[config.mk]
export PLATFORM = sky130hd
export DESIGN_NAME = bsearch_ctrl
export DESIGN_NICKNAME = d
export VERILOG_FILES = /design/src/rtl/bsearch_ctrl.sv
export SDC_FILE = /design/constraint.sdc
export NUM_CORES = 1
export LEC_CHECK = 0
export ABC_CLOCK_PERIOD_IN_PS = 2200
export CAP_MARGIN = 20
export CORE_MARGIN = 5
export CORE_UTILIZATION = 48
export CTS_CLUSTER_DIAMETER = 120
export DETAILED_ROUTE_END_ITERATION = 7
export GPL_ROUTABILITY_DRIVEN = 0
export GPL_TIMING_DRIVEN = 0
export PLACE_DENSITY = 0.73
export SLEW_MARGIN = 40
export SYNTH_ARGS = -nofsm -noshare
export SYNTH_HDL_FRONTEND = slang
export SYNTH_SLANG_ARGS = --single-unit
[constraint.sdc]
create_clock -name clk -period 2.2 [get_ports clk]
set_input_delay 0.44 -clock clk [delete_from_list [all_inputs] [get_ports clk]]
set_output_delay 0.44 -clock clk [all_outputs]
set_load 0.005 [all_outputs]
[src/rtl/bsearch_ctrl.sv]
// Binary-search controller over a sorted, synchronous-read RAM (ascending, no duplicates).
// Probes mid=(lo+hi)/2, waits RD_LAT cycles for data, then narrows the range or finishes.
module bsearch_ctrl #(
  parameter int unsigned DATA_W = 8,
  parameter int unsigned ADDR_W = 5,
  parameter int unsigned RD_LAT = 1
) (
  input  logic              clk,
  input  logic              reset,
  input  logic              start,
  input  logic [DATA_W-1:0] valueIn,
  output logic [ADDR_W-1:0] ram_addr,
  input  logic [DATA_W-1:0] ram_q,
  output logic [ADDR_W-1:0] addrOut,
  output logic              found,
  output logic              notfound,
  output logic              hide,
  output logic              busy
);

  typedef enum logic [2:0] {StIdle, StProbe, StWait, StCmp, StDone} state_e;

  localparam logic [1:0] CntLast = 2'(RD_LAT - 1);

  state_e              state_q;
  logic [DATA_W-1:0]   key_q;
  logic [ADDR_W-1:0]   lo_q;
  logic [ADDR_W-1:0]   hi_q;
  logic [1:0]          cnt_q;
  logic [ADDR_W:0]     span_sum;
  logic [ADDR_W-1:0]   mid;

  // One extra bit so lo+hi never overflows before halving.
  always_comb begin
    span_sum = {1'b0, lo_q} + {1'b0, hi_q};
    mid      = span_sum[ADDR_W:1];
  end

  // ram_addr doubles as the current mid for the compare stage.
  always_ff @(posedge clk or posedge reset) begin
    if (reset) begin
      state_q  <= StIdle;
      key_q    <= '0;
      lo_q     <= '0;
      hi_q     <= '0;
      cnt_q    <= '0;
      ram_addr <= '0;
      addrOut  <= '0;
      found    <= 1'b0;
      notfound <= 1'b0;
      hide     <= 1'b1;
      busy     <= 1'b0;
    end else begin
      unique case (state_q)
        StIdle: begin
          found    <= 1'b0;
          notfound <= 1'b0;
          hide     <= 1'b1;
          if (start) begin
            key_q   <= valueIn;
            lo_q    <= '0;
            hi_q    <= '1;
            busy    <= 1'b1;
            state_q <= StProbe;
          end
        end
        StProbe: begin
          ram_addr <= mid;
          cnt_q    <= '0;
          state_q  <= StWait;
        end
        StWait: begin
          if (cnt_q == CntLast) begin
            state_q <= StCmp;
          end else begin
            cnt_q <= cnt_q + 2'd1;
          end
        end
        StCmp: begin
          if (ram_q == key_q) begin
            addrOut <= ram_addr;
            found   <= 1'b1;
            hide    <= 1'b0;
            busy    <= 1'b0;
            state_q <= StDone;
          end else if (ram_q < key_q) begin
            // Range exhausted from below: checked before update so lo never passes the top.
            if (ram_addr == hi_q) begin
              notfound <= 1'b1;
              busy     <= 1'b0;
              state_q  <= StDone;
            end else begin
              lo_q    <= ram_addr + ADDR_W'(1);
              state_q <= StProbe;
            end
          end else begin
            if (ram_addr == lo_q) begin
              notfound <= 1'b1;
              busy     <= 1'b0;
              state_q  <= StDone;
            end else begin
              hi_q    <= ram_addr - ADDR_W'(1);
              state_q <= StProbe;
            end
          end
        end
        StDone: begin
          if (!start) begin
            found    <= 1'b0;
            notfound <= 1'b0;
            hide     <= 1'b1;
            state_q  <= StIdle;
          end
        end
        default: state_q <= StIdle;
      endcase
    end
  end

endmodule

* Yosys cells after proc, flatten, opt, wreduce, memory -nomap -nowiden
Index checks and enable logic that the tools add are counted. Widths: inputs -> output; s select.
Word-level totals: bits in read-only memories 0, memories kept 0, bits in latches 0, flip-flop bits (word level) 37, RAM bits 0, output and inout port bits 14
Operators by class: bitwise operators 0, magnitude comparators 1, divide/modulo/power cells 0, equality and inequality tests 21, shift operators 0, $mul 0, reduce and logical (&&, ||, !) cells 14, mux-type cells 37, $add $sub $neg 4
Operator list (count):
- $mux 5 | 8
- $mux 3 | 7
- $ne 2x2->1 const B | 10
- $pmux 5 s2 | 2
- $pmux 3 s5 | 1
- $reduce_and 5->1 | 3
- $mux 1 | 13
- $eq 5x5->1 | 2
- $pmux 1 s3 | 3
- $eq 8x8->1 | 1
- $lt 8x8->1 | 1
- $ne 4x4->1 const B | 2
- $add 5x5->6 | 1
- $eq 3x2->1 const B | 2
- $ne 3x3->1 const B | 2
- $reduce_and 2->1 | 3
- $reduce_and 3->1 | 2
- $add 5x1->5 const B | 1
- $sub 5x1->5 const B | 1
- $pmux 2 s2 | 1
- $reduce_and 4->1 | 1
- $reduce_bool 2->1 | 2
- $eq 3x1->1 const B | 1
- $eq 3x3->1 const B | 1
- 6 further kinds | 6

* Depth between registers and ports, before layout
Gate-level depths: netlist of run 1.
depth after elaboration 5, gate-level depth with buffers 9, gate-level depth less buffers 8

* Worst setup path before layout of run 1
No wires, ideal clock.
path type input -> register, from input ram_q[1], to register lo_q[1], setup slack -0.014 ns, library setup time 0.127 ns, data arrival time 2.087 ns, cell stages on the path 8, data required time 2.073 ns, path through ha_1 > nor2b_1 > o211ai_2 > a21oi_1 > a2111oi_4 > and3_1 > buf_6 > mux2_1
Between the ends: word-level cells in the longest chain between the ends 3, elaborated cells on any way between the ends 5, classes of those cells order compare (1); eq/ne (3); reduce/logical (1)
Ends and longest elaborated chain:
- start, declared | RTL line 13 | input logic [DATA_W-1:0] ram_q,
- $lt 8x8->1 / $eq 8x8->1 (equally long branches) | RTL line 86, 80
- $ne 2x2->1 (no source line)
- $reduce_and 5->1 (no source line) (*)
- end signal, assigned | RTL line 93 | lo_q <= ram_addr + ADDR_W'(1);
- end, declared | RTL line 27 | logic [ADDR_W-1:0] lo_q;
Every way passes the cells marked *; elsewhere a longest branch is shown, timed or not. A chain may end at the register's enable or synchronous reset.

* Worst setup path after layout of run 1
from input ram_q[4], to register state_q[0]
Between the ends: word-level cells in the longest chain between the ends 4, elaborated cells on any way between the ends 5, classes of those cells order compare (1); eq/ne (1); mux (3)
Ends and longest elaborated chain:
- $lt 8x8->1 | RTL line 86 | end else if (ram_q < key_q) begin
- $mux 3 | RTL line 86
- $mux 3 (*) | RTL line 80 | if (ram_q == key_q) begin
- $pmux 3 s5 (*) | RTL line 54 | unique case (state_q)
- end signal, assigned | RTL line 85 | state_q <= StDone;
- end signal, assigned | RTL line 91 | state_q <= StDone;
- end signal, assigned | RTL line 94 | state_q <= StProbe;
- end, declared | RTL line 25 | state_e state_q;
Marks and branches as above.

==> flow_summary.ini, run 1 <==
[outcome]
status = complete, no violations

[synth]
syn_nets = 251
synth_cell_types = 47
synth_edf_count = 0
seq_area_frac_synth_pct = 43.1
async_reset_ff_share_pct = 100
ys_warn_count = 0
synth_cells = 216
syn_area_sq_um = 2150
ys.flop_type = dfrtp_1
synth-seq-cells = 37
avgSynthCellArea_sq_um = 9.95

[sta]
final_max_slew_viol_count = 0
worstMarginPinSlew_ps = 436
hold_violations = 0
hold_slack_ps = 443
max_freq_mhz = 469
fin_worst_skew_ps = 5.81
relSlewSlack_pct = 71.0
finalSetupViolCount = 0
min_period_over_period_pct = 96.9
min_period_ps = 2130

[layout]
mostFrequentLayoutCells = dfrtp_1 (36), nand2_1 (25), clkdlybuf4s50_1 (25)
fin_nets = 299
syn2layout_area_growth_pct = 31.3
drive_gt1_share_pct = 18.5
diodes = 0
fin_util_pct = 64.8
final_common_cell = dfrtp_1

[setup_path]
ff2ff_path_depth = 8
critPathKind = in -> reg
worstPathRequired_ps = 2380
cp.arrival_ps = 2310
critPathMaxStageDelay_ps = 410
start_kind = input port
endpoint_kind = flip-flop
r2r_start = key_q[1]
path_cells = clkdlybuf4s50_1, ha_1, nand4_1, or2_4, and2_4, buf_4, nand2_1, nor2_2, or3_1
r2r_slack_ps = 130
crit_fanout = 6
r2r_end = lo_q[1]
slowest_stage = clkdlybuf4s50_1

[cts]
hold_buffers = 0
ctsLongestPathBuffers = 2
cts_tree = yes
htreeDepth = 2
clk_latency_ps = 290
clkTransAtPathRegs_ps = 80
cts_buffers = 5
clock_sinks = 37
cts-root-buf = clkbuf_8

[global_route]
grt_max_degree = 23
grt_pass1_wl_microns = 8170
grt_use_total_pct = 16.7
antenna_found_initial = 0
grt_overflow_total = 0
grt_pass1_vias = 1712

[routing]
wl_per_cell_microns = 14.6
drt-vias-per-instance = 5.29
drc = 0
first_pass_iters = 4
num_vias = 1677
ant_nets = 0
drt_iter0_markers = 68
wl_microns = 4620

[placed_design]
hpwl_microns = 3270
io_buffers = 32

[floorplanning]
die_w_microns = 76.9
die_area_sq_um = 5920
io_pins = 33
dieHeight_microns = 76.9
fp-row-count = 24
initial_utilization_pct = 49.4
core_sq_um = 4350

[min_path]
hold_path_class = in -> async

[flow_run]
maxCapViolations = 0

[power_and_ir_drop]
peakVddDrop_uv = 723
power.leakage_nw = 1.25
p_per_area_nw_per_um2 = 1290
total_power_w = 0.00363
[flip-flops by register name, summed over array words and instances, names as in the netlist]
signal and cells:
hi_q 5, lo_q 5, state_q 3, busy 1, hide 1, found 1, notfound 1, key_q 8
ram_addr 5, cnt_q 2, addrOut 5
[logic make-up after synthesis]
family                   share of synthesized area [%]
adder cells (fa/ha/maj)                           9.66
multiplexers                                      5.94
buffers and inverters                             5.36
XOR/XNOR                                          8.15
flip-flops                                        43.1
AND/OR/NAND/NOR                                   13.6
AO/OA/AOI/OAI                                     14.1
[per-layer routing]
| layer | up-vias | routed length, microns | track usage (%) |
|---|---|---|---|
| met1 | 797 | 2130 | 22.1 |
| met4 | 0 | 38 | 3.67 |
| met5 | - | 0 | 0 |
| met3 | 4 | 245 | 5.15 |
| li1 | 834 | - | - |
| met2 | 42 | 2200 | 26.8 |
[synthesized netlist by cell type, types with 2 or more instances]
master	count	area, sq um
ha_1	15	188
nand2_1	25	93.8
a21oi_1	7	35.0
buf_2	2	10.0
mux2_1	2	22.5
xnor2_1	8	70.1
a2bb2oi_1	5	43.8
or3_1	2	12.5
dfrtp_1	36	901
mux2i_1	6	60.1
a21o_1	2	15.0
clkbuf_1	7	26.3
inv_1	17	63.8
xor2_1	12	105
nor2b_1	3	18.8
o21ai_1	4	20.0
nor2_1	10	37.5
nor3_1	5	25.0
nand3b_1	2	15.0
o21ai_0	12	60.1
nand4_1	2	12.5
mux2_2	4	45.0
nand3_1	4	20.0
[worst max-delay path by stage]
| stage | start | endpoint | slack, ps | depth (start not counted) |
|---|---|---|---|---|
| after floorplan | ram_q[1] | lo_q[1] | 70 | 8 |
| after global placement | ram_q[1] | lo_q[1] | -490 | 9 |
| after detailed placement | ram_q[1] | lo_q[1] | -490 | 9 |
| after CTS | key_q[1] | lo_q[1] | -10 | 9 |
| after global routing | ram_q[4] | state_q[0] | -9 | 9 |
| final | ram_q[4] | state_q[0] | 70 | 9 |
[where the power goes]
part	total, W	internal [W]	switching [W]
clock network	0.000465	0.000220	0.000246
logic	0.00209	0.00103	0.00106
registers	0.00107	0.000914	0.000156
[layout make-up]
cell class                 instances  area [sq um]
clock inverter                     2          10.0
sequential                        37           927
buffer                             9          36.3
fill                             355          1530
clock buffer                       6          72.6
multi-input combinational        151          1230
inverter                          18          67.6
tap                               52          65.1
timing repair buffer              42           414
[metrics by stage]
step	setup TNS (ps)	instance area, sq um	setup WS [ps]	cells
6_report	0	2820	67.5	317
5_1_grt	-8.87	2820	-8.87	317
4_1_cts	-11.4	2770	-11.4	317
3_5_place_dp	-5500	2560	-495	301
3_3_place_gp	-5810	2530	-494	300
2_1_floorplan	0	2150	66.7	216
[critical path, delay by kind of cell]
| kind | cells | cell delay, ps |
|---|---|---|
| buf+inv | 2 | 540 |
| fa+ha+maj | 1 | 270 |
| simple gates | 6 | 1050 |
[timing repair]
| item | 4_1_cts | 5_1_grt |
|---|---|---|
| resized for setup | 18 | 9 |
| setup buffers | 8 | 1 |
| endpoints found under the setup margin | 9 | 15 |
| pin swaps | 14 | 5 |
(Power assumes the default switching activity.)
==> run 2, diff against run 1 <==
ABC_CLOCK_PERIOD_IN_PS = 1800   (was 2200)
clock period = 1.8 ns   (was 2.2 ns; I/O delays follow)
==> run 2 against run 1 <==
The run now ends with setup timing left. Global-route usage increased by 1.1 points. Clock-buffer cell count down 1. Critical path depth did not move. Sequential power rose by 24%. Non-clock buffer count rose by 7. Clock skew is essentially flat. Setup slack got worse by 310 ps. First-iteration DRC count grew 15%. Sequential cell count unchanged. Critical path type is now reg -> reg.
==> flow_summary.ini, run 2 (synthesis results as in run 1) <==
[power_and_ir_drop]
p_per_area_nw_per_um2 = 1600
seq_power_share_pct = 27.9
power.leakage_nw = 1.30
clkPwrFrac_pct = 12.2
intPower_w = 0.00281
p_sw_w = 0.00195
peakVddDrop_uv = 812
total_power_w = 0.00476
swShare_pct = 41.0
pwr-share-comb_pct = 59.9

[setup_path]
endpoint_kind = flip-flop
crit_fanout = 4
cp.arrival_ps = 2230
critPathKind = reg -> reg
worstPathRequired_ps = 1980
start_kind = flip-flop

[cts]
cts_tree = yes
htreeDepth = 2
cts_buffers = 5
cts-root-buf = clkbuf_8
clkTransAtPathRegs_ps = 80
clk_latency_ps = 290
clock_sinks = 37
ctsLongestPathBuffers = 2

[sta]
relSlewSlack_pct = 69.6
fin_worst_skew_ps = 5.78
tns_ps = -2950
min_period_ps = 2050
finalSetupViolCount = 19
worstMarginPinSlew_ps = 455
rsz0062_at_grt = true
final_max_slew_viol_count = 0
hold_violations = 0
min_period_over_period_pct = 114
final.setup.worst_slack_ps = -246
hold_slack_ps = 385
max_freq_mhz = 489

[floorplanning]
initial_utilization_pct = 49.4
fp-row-count = 24
io_pins = 33
dieHeight_microns = 76.9
core_sq_um = 4350
die_w_microns = 76.9
die_area_sq_um = 5920

[routing]
wl_microns = 5080
first_pass_iters = 4
drc = 0
ant_nets = 0
wl_per_cell_microns = 15.7
num_vias = 1733
drt-vias-per-instance = 5.35
drt_iter0_markers = 78

[layout]
syn2layout_area_growth_pct = 38.6
drive_gt1_share_pct = 26.5
n_fill_cell = 312
design_area_sq_um = 2980
instances_no_fill = 324
fin_nets = 306
mostFrequentLayoutCells = dfrtp_1 (36), clkdlybuf4s50_1 (24), nand2_1 (23)
largest_reg_flops = 8
top_register = key_q
diodes = 0
final_common_cell = dfrtp_1

[global_route]
antenna_found_initial = 0
grt_overflow_total = 0
grt_pass1_wl_microns = 8350
grt_max_degree = 21
grt_use_total_pct = 17.8
grt_pass1_vias = 1736

[placed_design]
placed_area_sq_um = 2600
hpwl_microns = 3330
io_buffers = 32
dp.cells = 301

[min_path]
hold_path_class = in -> async

[flow_run]
maxCapViolations = 0

[outcome]
status = complete, but fails checks
failed_checks = setup timing
run 2: cell types whose count changed in the layout (fill, tap and decap cells not counted), moves of 2 or more:
cell | previous run | this run
dlymetal6s2s_1 | 2 | 0
dlygate4sd2_1 | 5 | 8
clkbuf_1 | 8 | 3
inv_2 | 3 | 8
nand2_2 | 0 | 2
ha_4 | 5 | 7
mux2_2 | 4 | 0
clkbuf_2 | 0 | 4
buf_6 | 0 | 7
nand2_1 | 25 | 23
inv_1 | 15 | 10
mux2_4 | 1 | 6
run 2: final cells by class:
type | instances | area (sq um) | share of cell area [%]
Inverter | 18 | 67.6 | 2.27
Tap cell | 52 | 65.1 | 2.18
Multi-Input combinational cell | 151 | 1300 | 43.5
Clock buffer | 5 | 68.8 | 2.31
Timing Repair Buffer | 49 | 497 | 16.7
Buffer | 9 | 41.3 | 1.39
Sequential cell | 37 | 927 | 31.1
Clock inverter | 3 | 17.5 | 0.588
run 2: worst paths after layout:
| path | slack (ps) | cells past startpoint | endpoint | from |
|---|---|---|---|---|
| max | -250 | 9 | lo_q[1] | key_q[1] |
| min | 380 | 2 | ram_addr[3] | reset |
| max reg2reg | -250 | 9 | lo_q[1] | key_q[1] |
| min reg2reg | 470 | 2 | hide | hide |
| max in group asynchronous | 870 | 3 | hide | reset |
| min in group clk | 470 | 2 | hide | hide |
run 2: routing by layer:
layer	routed length, microns	vias to the layer above	track usage (%)
met3	181	5	3.75
met5	0	-	0
li1	-	853	-
met4	59	0	7.52
met1	2390	840	24.3
met2	2460	35	27.2
run 2: stage by stage:
| step | setup WS (ps) | util (%) |
|---|---|---|
| global route | -339 | 68.4 |
| CTS | -358 | 66.0 |
| floorplan | -198 | - |
| global placement | -788 | 59.1 |
| finish | -246 | 68.4 |
| detailed placement | -808 | 59.8 |
run 2: what timing repair did:
item	CTS	global route
pin swaps	14	11
buffers inserted	11	7
resized for setup	30	25
hold buffers	0	0
endpoints found under the setup margin	27	29
run 2: critical path, cell delays in order (launching register included):
cell       delay (ps)
dfrtp_1           380
inv_2              70
ha_4              200
nor2b_4           120
o211ai_2          160
a21oi_2            90
a2111oi_4         180
buf_4             200
and3_4            240
mux2_4            310
run 2: power by group through the flow:
stage          Clock, W  Sequential, W  Combinational [W]
5_1_grt        0.000626        0.00137            0.00314
4_1_cts        0.000601        0.00131            0.00261
3_3_place_gp          0        0.00131            0.00226
3_5_place_dp          0        0.00132            0.00231
2_1_floorplan         0        0.00129            0.00172
6_report       0.000582        0.00133            0.00285
==> run 3, diff against run 2 <==
CAP_MARGIN = default   (was 20)
PLACE_DENSITY = 0.75   (was 0.73)
==> run 3 against run 2 <==
Core utilization increased by 1.2 points. Fmax decreased by 2.6%. The run still ends with setup timing left. Sequential cell count unchanged. Largest power group unchanged. Register-to-register slack got worse by 50 ps. Global-route usage about the same. Clock-buffer cell count increased by 2. Critical path depth decreased by 1. Critical endpoint unchanged. Via count decreased by 0.17%. Non-clock buffer count increased by 1. Clock skew increased by 1.7 ps. Design area increased by 1.8%. Power increased by 2.7%.
==> flow_summary.ini, run 3 (synthesis results as in run 1) <==
[layout]
syn2layout_area_growth_pct = 41.2
largest_reg_flops = 8
mostFrequentLayoutCells = dfrtp_1 (36), nand2_1 (24), clkdlybuf4s50_1 (24)
top_register = key_q
final_common_cell = dfrtp_1
fin_nets = 307
drive_gt1_share_pct = 27.1
diodes = 0
fin_util_pct = 69.7

[cts]
cts_buffers = 5
clk_latency_ps = 290
ctsLongestPathBuffers = 2
cts-root-buf = clkbuf_8
hold_buffers = 0
clock_sinks = 37
cts_tree = yes
clkTransAtPathRegs_ps = 80
htreeDepth = 2

[setup_path]
worstPathRequired_ps = 1980
setup.worst_path.start = key_q[1]
r2r_slack_ps = -300
endpoint = lo_q[1]
r2r_end = lo_q[1]
critPathKind = reg -> reg
crit_fanout = 5
start_kind = flip-flop
endpoint_kind = flip-flop
cp.arrival_ps = 2280
r2r_start = key_q[1]
ff2ff_path_depth = 8

[power_and_ir_drop]
power.leakage_nw = 1.32
p_per_area_nw_per_um2 = 1610
peakVddDrop_uv = 1180

[floorplanning]
die_w_microns = 76.9
dieHeight_microns = 76.9
initial_utilization_pct = 49.4
die_area_sq_um = 5920
core_sq_um = 4350
io_pins = 33
fp-row-count = 24

[routing]
wl_microns = 5200
drt-vias-per-instance = 5.32
first_pass_iters = 4
ant_nets = 0
drc = 0
num_vias = 1730
drt_iter0_markers = 96
wl_per_cell_microns = 16.0

[sta]
final.setup.worst_slack_ps = -300
max_freq_mhz = 476
worstMarginPinSlew_ps = 483
fin_worst_skew_ps = 7.46
hold_violations = 0
hold_slack_ps = 365
rsz0062_at_grt = true
finalSetupViolCount = 19
min_period_over_period_pct = 117
tns_ps = -3770
relSlewSlack_pct = 67.8
min_period_ps = 2100
final_max_slew_viol_count = 0

[placed_design]
pre_cts_ws_ps = -814
io_buffers = 32
hpwl_microns = 3360

[flow_run]
maxCapViolations = 0

[global_route]
grt_pass1_vias = 1748
grt_max_degree = 23
grt_pass1_wl_microns = 8370
grt_overflow_total = 0
grt_use_total_pct = 17.7
antenna_found_initial = 0

[outcome]
failed_checks = setup timing
status = complete, but fails checks

[min_path]
hold_path_class = in -> async
## run 3: worst max-delay path, cell delays in order (launching register included)
cell,delay [ps]
dfrtp_1,370
inv_2,70
ha_4,190
nor2b_4,120
o211ai_2,160
a21oi_2,100
a2111oi_4,320
and3_4,330
mux2_4,300
## run 3: final cells by class
cell class / count / area (sq um)
clock inverters: 1 / 5.00
repair buffers: 51 / 513
inverters: 18 / 67.6
plain buffers: 8 / 35.0
flip-flops and latches: 37 / 927
well taps: 52 / 65.1
clock buffers: 7 / 96.3
multi-input cells: 151 / 1330
fillers: 316 / 1320
## run 3: power by group
| part | internal (W) | switching, W |
|---|---|---|
| registers | 0.00112 | 0.000226 |
| clock network | 0.000346 | 0.000296 |
| logic | 0.00144 | 0.00146 |
| total | 0.00291 | 0.00198 |
## run 3: worst min path at each step
stage	depth (start not counted)	start	endpoint	slack [ps]
3_5_place_dp	2	hide	hide	470
2_1_floorplan	2	key_q[0]	key_q[0]	450
6_report	2	reset	hi_q[1]	360
3_3_place_gp	2	hide	hide	450
5_1_grt	2	reset	addrOut[0]	400
4_1_cts	2	reset	addrOut[0]	370
## run 3: through the flow
stage,total power [W],instance area [sq um],std cells
finish,0.00489,3030,325
CTS,0.00465,2900,320
global route,0.00525,3030,325
global placement,0.00358,2570,300
detailed placement,0.00364,2600,301
floorplan,0.00301,2190,216
## run 3: what timing repair did
item,CTS,global route
resized for setup,29,18
hold endpoints to repair,0,0
buffers inserted,11,8
pin swaps,14,15
setup endpoints to repair,29,28
## run 3: routing by layer
layer  GRT usage (%)  share of wire [%]  wire length (microns)  up-vias
met2            27.2                 48                   2470       40
met3            4.33                4.3                    225       12
li1                -                  -                      -      850
met4            5.24                2.3                    119        0
met1            24.7                 46                   2390      828
met5               0                  0                      0        -
